## src/rtl/a2d_spi_intf.sv

```systemverilog
// SPI master for the 8-channel 12-bit A2D: frame 1 sends the channel, frame 2 returns the result.
// Latency: strt_cnv to cnv_cmplt is 1 + 520 + GAP_CLKS + 520 clks.
// Backpressure: none; strt_cnv is honoured only in IDLE and ignored otherwise.
module a2d_spi_intf #(
    parameter int GAP_CLKS = 32
) (
    input  logic        clk,
    input  logic        rst_n,
    input  logic        strt_cnv,
    input  logic [2:0]  chnnl,
    output logic        cnv_cmplt,
    output logic [11:0] res,
    output logic        a2d_SS_n,
    output logic        SCLK,
    output logic        MOSI,
    input  logic        MISO
);

    localparam int GW = (GAP_CLKS > 1) ? $clog2(GAP_CLKS) : 1;
    localparam logic [4:0] SCLK_RELOAD = 5'b10111;

    typedef enum logic [1:0] {IDLE, FRM1, GAP, FRM2} state_t;

    state_t         state_q, state_d;
    logic           ss_n_q, ss_n_d;
    logic [4:0]     sclk_div_q, sclk_div_d;
    logic [4:0]     bit_cnt_q, bit_cnt_d;
    logic [15:0]    shft_q, shft_d;
    logic           miso_smpl_q, miso_smpl_d;
    logic [GW-1:0]  gap_q, gap_d;
    logic [11:0]    res_q, res_d;
    logic           cmplt_q, cmplt_d;

    logic           rise, fall, frm_end;
    logic [15:0]    shft_nxt;

    assign rise     = !ss_n_q && (sclk_div_q == 5'b01111);
    assign fall     = !ss_n_q && (sclk_div_q == 5'b11111);
    assign frm_end  = fall && (bit_cnt_q == 5'd16);
    assign shft_nxt = {shft_q[14:0], miso_smpl_q};

    always_comb begin
        state_d     = state_q;
        ss_n_d      = ss_n_q;
        bit_cnt_d   = bit_cnt_q;
        shft_d      = shft_q;
        miso_smpl_d = miso_smpl_q;
        gap_d       = gap_q;
        res_d       = res_q;
        cmplt_d     = cmplt_q;
        sclk_div_d  = sclk_div_q;

        if (rise) begin
            miso_smpl_d = MISO;
            bit_cnt_d   = bit_cnt_q + 5'd1;
        end
        // The first fall of a frame must not shift, so bit 15 meets the first rise.
        if (fall && (bit_cnt_q != 5'd0)) begin
            shft_d = shft_nxt;
        end
        if (frm_end) begin
            ss_n_d    = 1'b1;
            bit_cnt_d = 5'd0;
        end

        case (state_q)
            IDLE: begin
                if (strt_cnv) begin
                    cmplt_d = 1'b0;
                    shft_d  = {2'b00, chnnl, 11'h000};
                    ss_n_d  = 1'b0;
                    state_d = FRM1;
                end
            end
            FRM1: begin
                if (frm_end) begin
                    gap_d   = '0;
                    state_d = GAP;
                end
            end
            GAP: begin
                gap_d = gap_q + GW'(1);
                if (gap_q == GW'(GAP_CLKS - 1)) begin
                    shft_d  = 16'h0000;
                    ss_n_d  = 1'b0;
                    state_d = FRM2;
                end
            end
            FRM2: begin
                if (frm_end) begin
                    res_d   = shft_nxt[11:0];
                    cmplt_d = 1'b1;
                    // Clearing here keeps MOSI low for the whole of IDLE.
                    shft_d  = 16'h0000;
                    state_d = IDLE;
                end
            end
            default: state_d = IDLE;
        endcase

        // Divider sits at the reload value while deselected and counts from the select edge.
        sclk_div_d = ss_n_d ? SCLK_RELOAD : (sclk_div_q + 5'd1);
    end

    always_ff @(posedge clk or negedge rst_n) begin
        if (!rst_n) begin
            state_q     <= IDLE;
            ss_n_q      <= 1'b1;
            sclk_div_q  <= SCLK_RELOAD;
            bit_cnt_q   <= 5'd0;
            shft_q      <= 16'h0000;
            miso_smpl_q <= 1'b0;
            gap_q       <= '0;
            res_q       <= 12'h000;
            cmplt_q     <= 1'b0;
        end else begin
            state_q     <= state_d;
            ss_n_q      <= ss_n_d;
            sclk_div_q  <= sclk_div_d;
            bit_cnt_q   <= bit_cnt_d;
            shft_q      <= shft_d;
            miso_smpl_q <= miso_smpl_d;
            gap_q       <= gap_d;
            res_q       <= res_d;
            cmplt_q     <= cmplt_d;
        end
    end

    assign a2d_SS_n  = ss_n_q;
    assign SCLK      = sclk_div_q[4];
    assign MOSI      = shft_q[15];
    assign res       = res_q;
    assign cnv_cmplt = cmplt_q;

endmodule
```

## config.mk

```make
export PLATFORM = sky130hd
export DESIGN_NAME = a2d_spi_intf
export DESIGN_NICKNAME = d
export VERILOG_FILES = /design/src/rtl/a2d_spi_intf.sv
export SDC_FILE = /design/constraint.sdc
export NUM_CORES = 1
export LEC_CHECK = 0
export ABC_AREA = 1
export CORE_MARGIN = 5
export CORE_UTILIZATION = 45
export CTS_CLUSTER_SIZE = 14
export DETAILED_ROUTE_END_ITERATION = 10
export PLACE_DENSITY = 0.69
export SLEW_MARGIN = 20
export SYNTH_ARGS = -nofsm -noshare
export SYNTH_HDL_FRONTEND = slang
export SYNTH_SLANG_ARGS = --single-unit
```

## constraint.sdc

```tcl
create_clock -name clk -period 3.5 [get_ports clk]
set_clock_uncertainty 0.2 [all_clocks]
set_input_delay 0.7 -clock clk [delete_from_list [all_inputs] [get_ports clk]]
set_output_delay 0.7 -clock clk [all_outputs]
set_load 0.005 [all_outputs]
```

==> results.cfg <==
[setup_path]
crit_arrival_ns = 2.42
crit_type = reg2reg
cpPeakStageDelay_ns = 0.55
worstPathCellList = ha_1 > nand2_1 > nor2_1 > ha_1 > nand2_1 > inv_1 > nand2_1 > o21ai_0 > nor2_1
cp-start-kind = register
critPathMostFrequentCell = nand2_1
path_delay_family = simple AND/OR/NAND/NOR gates
required_ns = 3.48
slowest_stage = dfstp_2
path_buf_inv = 1
cp-end-kind = register
path_max_fanout = 29
ff2ff_setup_slack_ns = 1.06

[logic_synthesis]
synth_top_family_by_area = simple AND/OR/NAND/NOR gates
yosysUniqueCellTypes = 24
async_reset_ff_share_pct = 100
synth.area.mux_share_pct = 0
ys_ff_latch = 48
synth_compound_area_share_pct = 8.62
avgSynthCellArea_um2 = 8.56
synthSimpleGateAreaFrac_pct = 21.7
synth_warnings = 0
synthCells = 268
synthesis.area_um2 = 2290
synth_edf_count = 0
synth_fa_ha_area_share_pct = 6.55
synthXorXnorAreaFrac_pct = 1.15
ys_seq_area_share_pct = 52.6
synthFlopType = dfrtp_1
synth_fp_nets = 287

[pwr]
irDropWorstVdd_mv = 0.307
power_density_nw_per_um2 = 469
total_leakage_power_uw = 0.00134

[drt]
vias = 1649
drc = 0
wl_per_cell_um = 10.2
firstDrtPassIters = 4
routed_wirelength_um = 3680
drt_iter0_markers = 68
ant_nets = 0
vias_per_cell = 4.56

[sta]
fin_crit_sh_pct = 69.8
worst_pin_slew_ns = 0.753
hold_slack_ns = 0.198
hold_viol = 0
rsz0062_at_grt = false
fin_ws_ns = 1.06
setup_viol_count_final = 0
slew_headroom_pct = 49.7
period_needed_ns = 2.44
slew_violations = 0
max_freq_ghz = 0.409
setup_tns_ns = 0

[layout]
layout_common_cells = nand2_1, dfrtp_1, inv_1
insertedDiodeCount = 0
fin_util_pct = 52.3
area_growth_pct = 14.9
drive_gt1_share_pct = 8.56
nets = 310
fin_area_um2 = 2640
final_common_cell = nand2_1

[floorplan]
fp.dieH_um = 81.4
row_count = 26
fp.dieArea_um2 = 6620
die_w_um = 81.4
io_pins = 23
start_util_pct = 45.5
core_um2 = 5040

[clocking]
clkTransAtPathRegs_ns = 0.09
cts_resized = 0
hold_buffers = 0
cts-root-buf = clkbuf_8
clk_latency_ns = 0.30
h-tree-depth = 2
cts_inserted_buffers = 5
max-clock-path-buffers = 2
cts_num_sinks = 48
cts_setup_buffers = 0
cts_tree = done

[global_routing]
first_global_vias = 1612
grt_pass1_wl_um = 6690
antenna_found_initial = 0
grt_start_max_net_pins = 49
grt_use_total_pct = 13.1
grt_overflow = 0

[min_path]
min_path_type = in2async

[placed_design]
place_area_um2 = 2550
dp_hpwl_um = 2700
io_buffers = 22
pre_cts_slack_ns = 1.08
routabilityCongestion = 0.873

[flow_run]
cap_violations = 0

[run_status]
status = finished clean
worst reg2reg max path, delay by kind of cell, from the launching register on:
| kind | cells | cell delay [ns] |
|---|---|---|
| DFF | 1 | 0.55 |
| adders and majority gates | 2 | 0.32 |
| and+or+nand+nor | 5 | 0.78 |
| AOI/OAI and AO/OA | 1 | 0.37 |
| buffers and inverters | 1 | 0.10 |
flip-flops by register name (all words and copies together), names as in the netlist:
signal	cells
bit_cnt_q	5
gap_q	5
state_q	2
a2d_SS_n	1
shft_q	16
sclk_div_q	5
cnv_cmplt	1
miso_smpl_q	1
res	12
area by class of cell:
cell class	instances	area [µm²]
Fill cell	501	2410
Sequential cell	48	1210
Multi-Input combinational cell	170	871
Timing Repair Buffer	22	218
Inverter	44	165
Tap cell	70	87.6
Clock buffer	5	68.8
Clock inverter	3	18.8
Yosys cell counts (3+ instances only):
cell type / number / share of area, %
xor2_1: 3 / 1.1
nand2_1: 63 / 10
o21ai_0: 30 / 6.5
nand4_1: 3 / 0.82
ha_1: 12 / 6.5
inv_2: 5 / 0.82
o21ai_1: 7 / 1.5
dfrtp_1: 43 / 47
dfstp_2: 5 / 5.7
nand2_2: 4 / 1.1
nand3_1: 14 / 3.1
buf_6: 3 / 1.5
nor2_1: 25 / 4.1
nor3_1: 3 / 0.65
inv_1: 39 / 6.4
layer usage:
layer | part of all wire [%] | up-vias | routed length [µm] | track usage, %
li1 | - | 880 | - | -
met1 | 48 | 730 | 1770 | 16.1
met2 | 46 | 32 | 1680 | 21.3
met3 | 4.6 | 7 | 170 | 4.32
met4 | 1.9 | 0 | 69 | 4.73
met5 | 0 | - | 0 | 0
cell families after synthesis:
logic type	after synthesis
compound gates	39
flops	48
simple gates	116
fa+ha+maj	12
xor+xnor	3
buf+inv	50
per-stage QoR:
stage / cells / power (µW)
after global routing: 362 / 1340
final: 362 / 1240
after detailed placement: 354 / 935
after global placement: 354 / 930
after floorplan: 268 / 875
after CTS: 362 / 1260
path summary, 6_finish.rpt:
| kind | from | end | depth (start not counted) |
|---|---|---|---|
| min in group clk | sclk_div_q[0] | sclk_div_q[0] | 1 |
| max in group asynchronous | rst_n | bit_cnt_q[2] | 1 |
| setup reg to reg | sclk_div_q[0] | shft_q[3] | 9 |
| setup / recovery | sclk_div_q[0] | shft_q[3] | 9 |
| hold / removal | rst_n | res[5] | 1 |
| hold reg to reg | sclk_div_q[0] | sclk_div_q[0] | 1 |
power by group:
part / leakage [µW] / internal [µW] / switching (µW)
Combinational: 0.000652 / 95.6 / 209
Sequential: 0.000639 / 587 / 27.5
Clock: 0.0000479 / 139 / 178
No activity file was read; power rests on OpenSTA's default activity.
